--- src/rtl/mem_access_stage_pkg.sv ---
// Shared definitions for the WISC memory-access stage: FSM state
// encoding, default timeout and the wait-counter width.
package wisc_mem_pkg;

  typedef enum logic [1:0] {
    IDLE = 2'b00,
    WAIT = 2'b01,
    ERR  = 2'b10
  } state_t;

  localparam int TIMEOUT_CYCLES_DEF = 32;
  localparam int WAIT_CNT_W         = 8;

endpackage

--- src/rtl/mem_wait_counter.sv ---
// Wait-cycle counter for the memory stage. Cleared when an access is
// launched and incremented on every WAIT cycle. tc is raised in the
// cycle whose increment lands on LAST. The FSM's last permitted WAIT
// cycle is therefore the one where the count reaches TIMEOUT_CYCLES-1.
module mem_wait_counter
  import wisc_mem_pkg::*;
#(
  parameter int LAST = TIMEOUT_CYCLES_DEF - 1
) (
  input  logic clk,
  input  logic rst,
  input  logic clr,
  input  logic en,
  output logic tc
);

  localparam logic [WAIT_CNT_W-1:0] LAST_V = WAIT_CNT_W'(LAST);

  logic [WAIT_CNT_W-1:0] count;
  logic [WAIT_CNT_W-1:0] count_nxt;

  assign count_nxt = count + WAIT_CNT_W'(1);
  assign tc        = (count_nxt == LAST_V);

  // count register: synchronous reset/clear take priority over increment
  always_ff @(posedge clk) begin
    if (rst || clr) begin
      count <= '0;
    end else if (en) begin
      count <= count_nxt;
    end
  end

endmodule

--- src/rtl/mem_access_stage.sv ---
// Memory stage of the 5-stage WISC pipeline. Issues requests to a
// multi-cycle data memory, stalls the upstream pipe while an access is
// outstanding and latches a sticky error on misaligned, illegal or
// timed-out accesses. Optional performance counters are enabled by
// defining MEM_PERF_CNT_EN.
//
//   state | meaning
//   IDLE  | ready; issues a request when EX/MEM holds a memory op
//   WAIT  | request issued, waiting for dmem_done (bounded by timeout)
//   ERR   | sticky error; pipeline frozen until rst
module mem_access_stage
  import wisc_mem_pkg::*;
#(
  parameter int TIMEOUT_CYCLES = TIMEOUT_CYCLES_DEF,
  parameter int CNT_W          = 16
) (
  input  logic              clk,
  input  logic              rst,
  input  logic              mem_read_en_in,
  input  logic              mem_write_en_in,
  input  logic [15:0]       addr_in,
  input  logic [15:0]       write_data_in,
  input  logic              reg_write_en_in,
  output logic              dmem_rd,
  output logic              dmem_wr,
  output logic [15:0]       dmem_addr,
  output logic [15:0]       dmem_wdata,
  input  logic [15:0]       dmem_rdata,
  input  logic              dmem_stall,
  input  logic              dmem_done,
  output logic [15:0]       read_data_out,
  output logic              reg_write_en_out,
  output logic              mem_stall_out,
  output logic              mem_err_out
`ifdef MEM_PERF_CNT_EN
  ,
  output logic [CNT_W-1:0]  stall_cycles_out,
  output logic [CNT_W-1:0]  access_cnt_out
`endif
);

  state_t state_q;
  state_t state_d;
  logic   access;
  logic   misaligned;
  logic   illegal;
  logic   cnt_clr;
  logic   cnt_en;
  logic   cnt_tc;

  assign dmem_addr  = addr_in;
  assign dmem_wdata = write_data_in;

  assign access     = mem_read_en_in | mem_write_en_in;
  assign misaligned = access & addr_in[0];
  assign illegal    = mem_read_en_in & mem_write_en_in;

  mem_wait_counter #(
    .LAST(TIMEOUT_CYCLES - 1)
  ) u_wait_counter (
    .clk (clk),
    .rst (rst),
    .clr (cnt_clr),
    .en  (cnt_en),
    .tc  (cnt_tc)
  );

  // next-state and all stage outputs; everything forced low during rst
  always_comb begin
    state_d          = state_q;
    dmem_rd          = 1'b0;
    dmem_wr          = 1'b0;
    mem_stall_out    = 1'b0;
    reg_write_en_out = 1'b0;
    read_data_out    = '0;
    mem_err_out      = 1'b0;
    cnt_clr          = 1'b0;
    cnt_en           = 1'b0;
    if (!rst) begin
      case (state_q)
        IDLE: begin
          if (!access) begin
            reg_write_en_out = reg_write_en_in;
          end else if (misaligned || illegal) begin
            mem_stall_out = 1'b1;
            state_d       = ERR;
          end else if (dmem_stall) begin
            mem_stall_out = 1'b1;
          end else begin
            dmem_rd = mem_read_en_in;
            dmem_wr = mem_write_en_in;
            if (dmem_done) begin
              reg_write_en_out = reg_write_en_in;
              read_data_out    = mem_read_en_in ? dmem_rdata : '0;
            end else begin
              mem_stall_out = 1'b1;
              cnt_clr       = 1'b1;
              state_d       = WAIT;
            end
          end
        end
        WAIT: begin
          cnt_en = 1'b1;
          if (dmem_done) begin
            reg_write_en_out = reg_write_en_in;
            read_data_out    = mem_read_en_in ? dmem_rdata : '0;
            state_d          = IDLE;
          end else begin
            mem_stall_out = 1'b1;
            if (cnt_tc) begin
              state_d = ERR;
            end
          end
        end
        ERR: begin
          mem_stall_out = 1'b1;
          mem_err_out   = 1'b1;
        end
        default: begin
          state_d = IDLE;
        end
      endcase
    end
  end

  // state register
  always_ff @(posedge clk) begin
    if (rst) begin
      state_q <= IDLE;
    end else begin
      state_q <= state_d;
    end
  end

`ifdef MEM_PERF_CNT_EN
  logic acc_done;

  // an access completes on a same-cycle hit or on dmem_done while waiting
  assign acc_done = !rst && dmem_done && ((state_q == WAIT) || dmem_rd || dmem_wr);

  // saturating stall-cycle and completed-access counters
  always_ff @(posedge clk) begin
    if (rst) begin
      stall_cycles_out <= '0;
      access_cnt_out   <= '0;
    end else begin
      if (mem_stall_out && (stall_cycles_out != '1)) begin
        stall_cycles_out <= stall_cycles_out + CNT_W'(1);
      end
      if (acc_done && (access_cnt_out != '1)) begin
        access_cnt_out <= access_cnt_out + CNT_W'(1);
      end
    end
  end
`endif

endmodule

--- config.mk ---
export PLATFORM = sky130hd
export DESIGN_NAME = mem_access_stage
export DESIGN_NICKNAME = d
export VERILOG_FILES = /design/src/rtl/mem_access_stage_pkg.sv /design/src/rtl/mem_wait_counter.sv /design/src/rtl/mem_access_stage.sv
export SDC_FILE = /design/constraint.sdc
export NUM_CORES = 1
export LEC_CHECK = 0
export ABC_AREA = 1
export CORE_AREA = 2 2 56 79
export CTS_CLUSTER_DIAMETER = 200
export DETAILED_ROUTE_END_ITERATION = 10
export DIE_AREA = 0 0 58 81
export PLACE_DENSITY = 0.78
export SYNTH_ARGS = -nofsm -noshare
export SYNTH_HDL_FRONTEND = slang
export SYNTH_HIERARCHICAL = 1
export SYNTH_SLANG_ARGS = --single-unit
--- constraint.sdc ---
create_clock -name clk -period 1.6 [get_ports clk]
set_input_delay 0.32 -clock clk [delete_from_list [all_inputs] [get_ports clk]]
set_output_delay 0.32 -clock clk [all_outputs]
set_load 0.005 [all_outputs]
======== Word level (Yosys, flattened, before mapping) ========
Cells that the tools add are included.
storage, ports and cells
  flip-flop bits (word level) ............. 10
  bits in latches ......................... 0
  RAM bits ................................ 0
  ROM bits ................................ 0
  input port bits ......................... 55
  output and inout bits ................... 53
  word-level logic and storage cells ...... 63
  memories kept ........................... 0
cells by class
  add/subtract/negate cells ............... 1
  multiply operators ...................... 0
  div/mod/pow operators ................... 0
  magnitude comparators ................... 0
  equal/unequal tests ..................... 7
  shift operators ......................... 0
  muxes and demuxes ....................... 45
  bitwise gates (word level) .............. 4
  reductions and logical operators ........ 4
operators with widths
  cell                                            count
  2-to-1 mux 16 bit                               6
  one-hot mux 16 bit (2 select lines)             1
  2-to-1 mux 1 bit                                29
  2-to-1 mux 2 bit                                6
  != test 3 bit (second input constant)           3
  adder 8 x 1 -> 8 bit (second input constant)    1
  == test 8 x 5 -> 1 bit (second input constant)  1
  one-hot mux 2 bit (3 select lines)              1
  AND reduction 5 bit                             1
  one-hot mux 1 bit (3 select lines)              1
  AND 1 bit                                       2
  == test 2 x 1 -> 1 bit (second input constant)  1
  == test 2 bit (second input constant)           1
  zero test 2 bit                                 1
  logical OR 1 bit                                2
  != test 2 bit (second input constant)           1
  one-hot mux 1 bit (2 select lines)              1
  inverter 1 bit                                  1
  bitwise OR 1 bit                                1

======== Longest topological paths before layout ========
  word-level depth ........................ 8
  mapped depth ............................ 13
  gate-level depth less buffers ........... 13

======== Cells and area by module ========
The synthesis kept the hierarchy.
by module, submodules not included
  module            instances  cells an instance  area an instance (um^2)  seq. area each (um^2)
  mem_access_stage  1          123                685.7                    40.0
  mem_wait_counter  1          82                 498.0                    160.2

======== Worst setup path after synthesis ========
No wires, ideal clock.
  kind .................................... reg2reg
  from .................................... reg u_wait_counter.count[1]
  to ...................................... reg state_q[1]
  library setup time ...................... 0.070 ns
  arrival time ............................ 1.373 ns
  data required time ...................... 1.530 ns
  slack ................................... 0.157 ns
  cell stages (with the launch flop) ...... 14
  path buffers ............................ 0
  clock period less this slack ............ 1.443 ns
  cell sequence ........................... dfxtp_1 > ha_1 > inv_1 > nand2_1 > nand2_1 > nor2_1 > nand3_1 > nor2_1 > inv_1 > nand2_1 > nor2_1 > nor2_1 > nand4_1 > a21oi_1
on the way
  cells in the longest elaborated chain, start to end .. 4
ends and longest elaborated chain
  element                        RTL line                 source
  start: declaration             mem_wait_counter.sv:19   logic [WAIT_CNT_W-1:0] count;
  start signal: assignment       mem_wait_counter.sv:30   count <= count_nxt;
  adder 8 x 1 -> 8 bit           mem_wait_counter.sv:22   assign count_nxt = count + WAIT_CNT_W'(1);
  == test 8 x 5 -> 1 bit         mem_wait_counter.sv:23   assign tc = (count_nxt == LAST_V);
  via cnt_tc                     mem_access_stage.sv:49   logic cnt_tc;
  != test 3 bit (no line)        -
  AND reduction 5 bit (no line)  -
  end signal: assignment         mem_access_stage.sv:131  state_q <= state_d;
  end: declaration               mem_access_stage.sv:42   state_t state_q;
The timed path passes the listed nets, and every way through them passes these cells.
A chain may end at the register's enable or synchronous reset.

======== Worst setup path in the final report ========
  from .................................... in addr_in[0]
  to ...................................... out read_data_out[5]
on the way
  cells in the longest elaborated chain, start to end .. 6
ends and longest elaborated chain
  element                              RTL line                source
  start: declaration                   mem_access_stage.sv:21  input logic [15:0] addr_in,
  AND 1 bit                            mem_access_stage.sv:55  assign misaligned = access & addr_in[0];
  logical OR 1 bit                     mem_access_stage.sv:84  end else if (misaligned || illegal) begin
  2-to-1 mux 16 bit                    mem_access_stage.sv:84
  2-to-1 mux 16 bit                    mem_access_stage.sv:82  if (!access) begin
  one-hot mux 16 bit (2 select lines)  mem_access_stage.sv:80  case (state_q)
  2-to-1 mux 16 bit                    mem_access_stage.sv:79  if (!rst) begin
  end: declaration                     mem_access_stage.sv:31  output logic [15:0] read_data_out,
Every way passes these cells.

==> run metrics <==
Syn Nets=262; Yosys warnings=6; Vias=1463; largest area contributor in the netlist=buf_4; cells after synthesis=approximately 200; remaining antenna violation count=0; final setup violation count=17; Total GRT Usage=between 15 and 20%; sw frac=31.3%; vias in the first global route=between 1k and 1.5k; Detailed Route Iter0 Violations=83; max_slew headroom=a little under nine tenths; endpoint arrival time on the critical path=1.63 ns; unrepaired setup endpoints after global routing=yes; Fin. Hold Viols=0; share of layout cells above drive strength 1=between 40% and 50%; first-pass GRT wire length=6040 um; met3 Use GR=6.85%; Cell variety after synth=21; met2 Use GR=32.0%; Clk Latency, worst-skew pair=0.24 ns; n_diodes=0; DIE WIDTH=about 58 um; Max H-tree Level=1; Worst Setup End Kind=primary output; Worst-path clk slew=approximately 0.050 ns; min Tclk post-route=1.95 ns; clk sink count=10; CP Depth=11; fin crit share=122%; max-slew violation count=0; Worst Tran Pin Value=between 0.2 and 0.25 ns; Worst path slowest cell=clkdlybuf4s15_2; post-DR wirelength/cell=13.7 um; Sw Pwr=0.000310 W; hpwl dp=2590 um; CP Launch Type=input port; Leakage=about 0.9 nW; die span in y=about 81 um; failing checks=negative setup slack; Sequential Power Share=27.2%; Area Overhead vs Synth=64.1%; final worst slack=-0.345 ns; Worst EP required=1.28 ns; I/O pin cnt=108; initial core utilization=just under 30%; initial antenna violation count=0; Mapped Avg Cell Area=5.77 sq um; Yosys reg bits=10; worst path cell trace=clkdlybuf4s15_2 -> inv_2 -> nand2_4 -> nand2_4 -> nand4_1 -> nand2_4 -> buf_12 -> clkinvlp_4 -> buf_6 -> nor2_2 -> buf_2; Post-Route Skew=0.000736 ns; most used cell, CP=nand2_4; CTS tree=built; DRC violations left=0; drt first pass iters=4; Top delay family on crit path=buffers and inverters; TritonCTS Buffers=3; Largest stage delay, worst path=0.19 ns; CTS max path bufs=2; combinational share of power=39.2%; fmax=a little over 500 MHz; peak supply drop=0.000478 V; Pwr Total=0.000993 W; met1 Track Usage GR=14.1%; num rows=28; power per cell area=between 500 and 600 mW/mm^2; # hold bufs at CTS=0; Nets=roughly 320; utilization of the core after routing=47.8%; post-synthesis sequential area ratio=around 17%; P_int=0.000682 W; synthesized area=between 0.001 and 0.0015 sq mm; Placer Congestion=0.840; Setup CP Type=input port to primary output; Worst Path Max Fanout=6; Via density=4.81; largest net degree at the start of global routing=12; min-delay worst type=flip-flop to flip-flop; MaxCap Viol Count=0; die area=0.00470 sq mm; grt total ovfl=0; ranking of synthesized cells by area=buf_4 20%, nand2_1 18%, dfxtp_1 17%; Total Wirelength=4150 um; buffers added on ports=45; cell depth of the worst hold path=2; clock power share=33.6%; root buffer cell=clkbuf_8; GR peak layer=met2; total core area=between 0.004 and 0.005 sq mm; CP Buf/Inv Count=6; post-synth top area share=20.3%; status=complete, but fails checks; worst-case reg-to-reg path depth=13
[cell usage after synthesis, drive strengths merged]
| library cell | n |
|---|---|
| a21oi | 9 |
| a31oi | 1 |
| buf | 35 |
| dfxtp | 10 |
| ha | 2 |
| inv | 29 |
| nand2 | 60 |
| nand3 | 12 |
| nand4 | 4 |
| nor2 | 35 |
| nor3 | 2 |
| nor4 | 1 |
| o21ai | 5 |
[layer usage]
metal  share of wire [%]  wire [um]
met5                   0          0
met4                 4.1        170
met3                  11        458
met2                  53       2210
met1                  32       1320
[worst reg2reg max path: stages (launching register included)]
cell	delay, ns
dfxtp_4	0.36
buf_6	0.12
nand2_4	0.05
nor2_4	0.17
nand2_2	0.07
nand2_2	0.08
nand3_2	0.06
nor2_1	0.08
inv_1	0.04
nand2_1	0.07
nor2_2	0.04
nor2_1	0.08
nand4_1	0.11
a21oi_2	0.16
[cell usage in the layout (no fill, tap or decap)]
cell type        netlist  routed
nand2_1               57      49
nor4_2                 0       1
nand2_4                2       5
clkdlybuf4s15_2        0       3
inv_1                 26      22
nand3_4                0       1
nand3_2                0       2
a21oi_2                0       1
inv_2                  3       6
a21oi_1                9       8
clkdlybuf4s50_1        0      18
a31oi_1                1       1
ha_4                   0       1
dlygate4sd2_1          0       4
buf_2                  1      18
nor2_1                31      13
inv_8                  0       1
ha_1                   2       1
dfxtp_2                0       3
nor3_2                 1       2
nand3_1               12       9
dfxtp_1               10       5
buf_6                  2      13
o21ai_0                5       5
nor2_4                 3      11
buf_4                 32      24
nor2_2                 1      11
nand4_1                4       4
dfxtp_4                0       2
clkinvlp_4             0       2
nand2_2                1       6
clkbuf_2               0       1
clkbuf_8               0       4
buf_12                 0       2
[flip-flops by register name (all words and copies together), names as in the netlist]
name	flops
u_wait_counter/count	8
state_q	2
[stage by stage]
stage,setup TNS [ns],hold WS (ns),instances,cell area (sq um),setup slack (ns)
2_1_floorplan,0,0.491,205,1180,0.157
3_3_place_gp,-15.22,0.509,282,1600,-0.731
3_5_place_dp,-16.88,0.511,282,1600,-0.818
4_1_cts,-3.93,0.518,301,1770,-0.335
5_1_grt,-6.14,0.551,304,1940,-0.425
6_report,-4.61,0.514,304,1940,-0.345
[logic make-up after synthesis]
kind of cell | Yosys count | synth area share [%]
simple gates | 114 | 42.7
buf+inv | 64 | 31.8
compound gates | 15 | 6.45
flops | 10 | 16.9
fa+ha+maj | 2 | 2.11
[final cells by class]
type | instances | area (sq um)
inverters | 29 | 116
well taps | 45 | 56.3
flip-flops and latches | 10 | 211
repair inverters | 2 | 15.0
multi-input cells | 131 | 777
clock buffers | 4 | 55.1
repair buffers | 83 | 711
fillers | 371 | 2120
[final timing paths]
kind                      startpoint                       to  slack [ns]
min          u_wait_counter/count[6]  u_wait_counter/count[6]        0.51
min reg2reg  u_wait_counter/count[6]  u_wait_counter/count[6]        0.51
max                       addr_in[0]         read_data_out[5]       -0.35
max reg2reg  u_wait_counter/count[1]               state_q[1]        0.03
[power by group through the flow]
stage / combinational (W) / clock [W] / sequential (W)
global route: 0.000424 / 0.000353 / 0.000271
CTS: 0.000337 / 0.000340 / 0.000270
finish: 0.000389 / 0.000333 / 0.000270
floorplan: 0.000183 / 0 / 0.000273
detailed placement: 0.000281 / 0 / 0.000274
global placement: 0.000279 / 0 / 0.000274
[repair_timing]
item,in CTS,in global routing
setup endpoints to repair,31,21
pin swaps,15,23
resized for setup,111,54
setup buffers,13,3
cloned,2,0
Power figures use the tool's default switching activity.
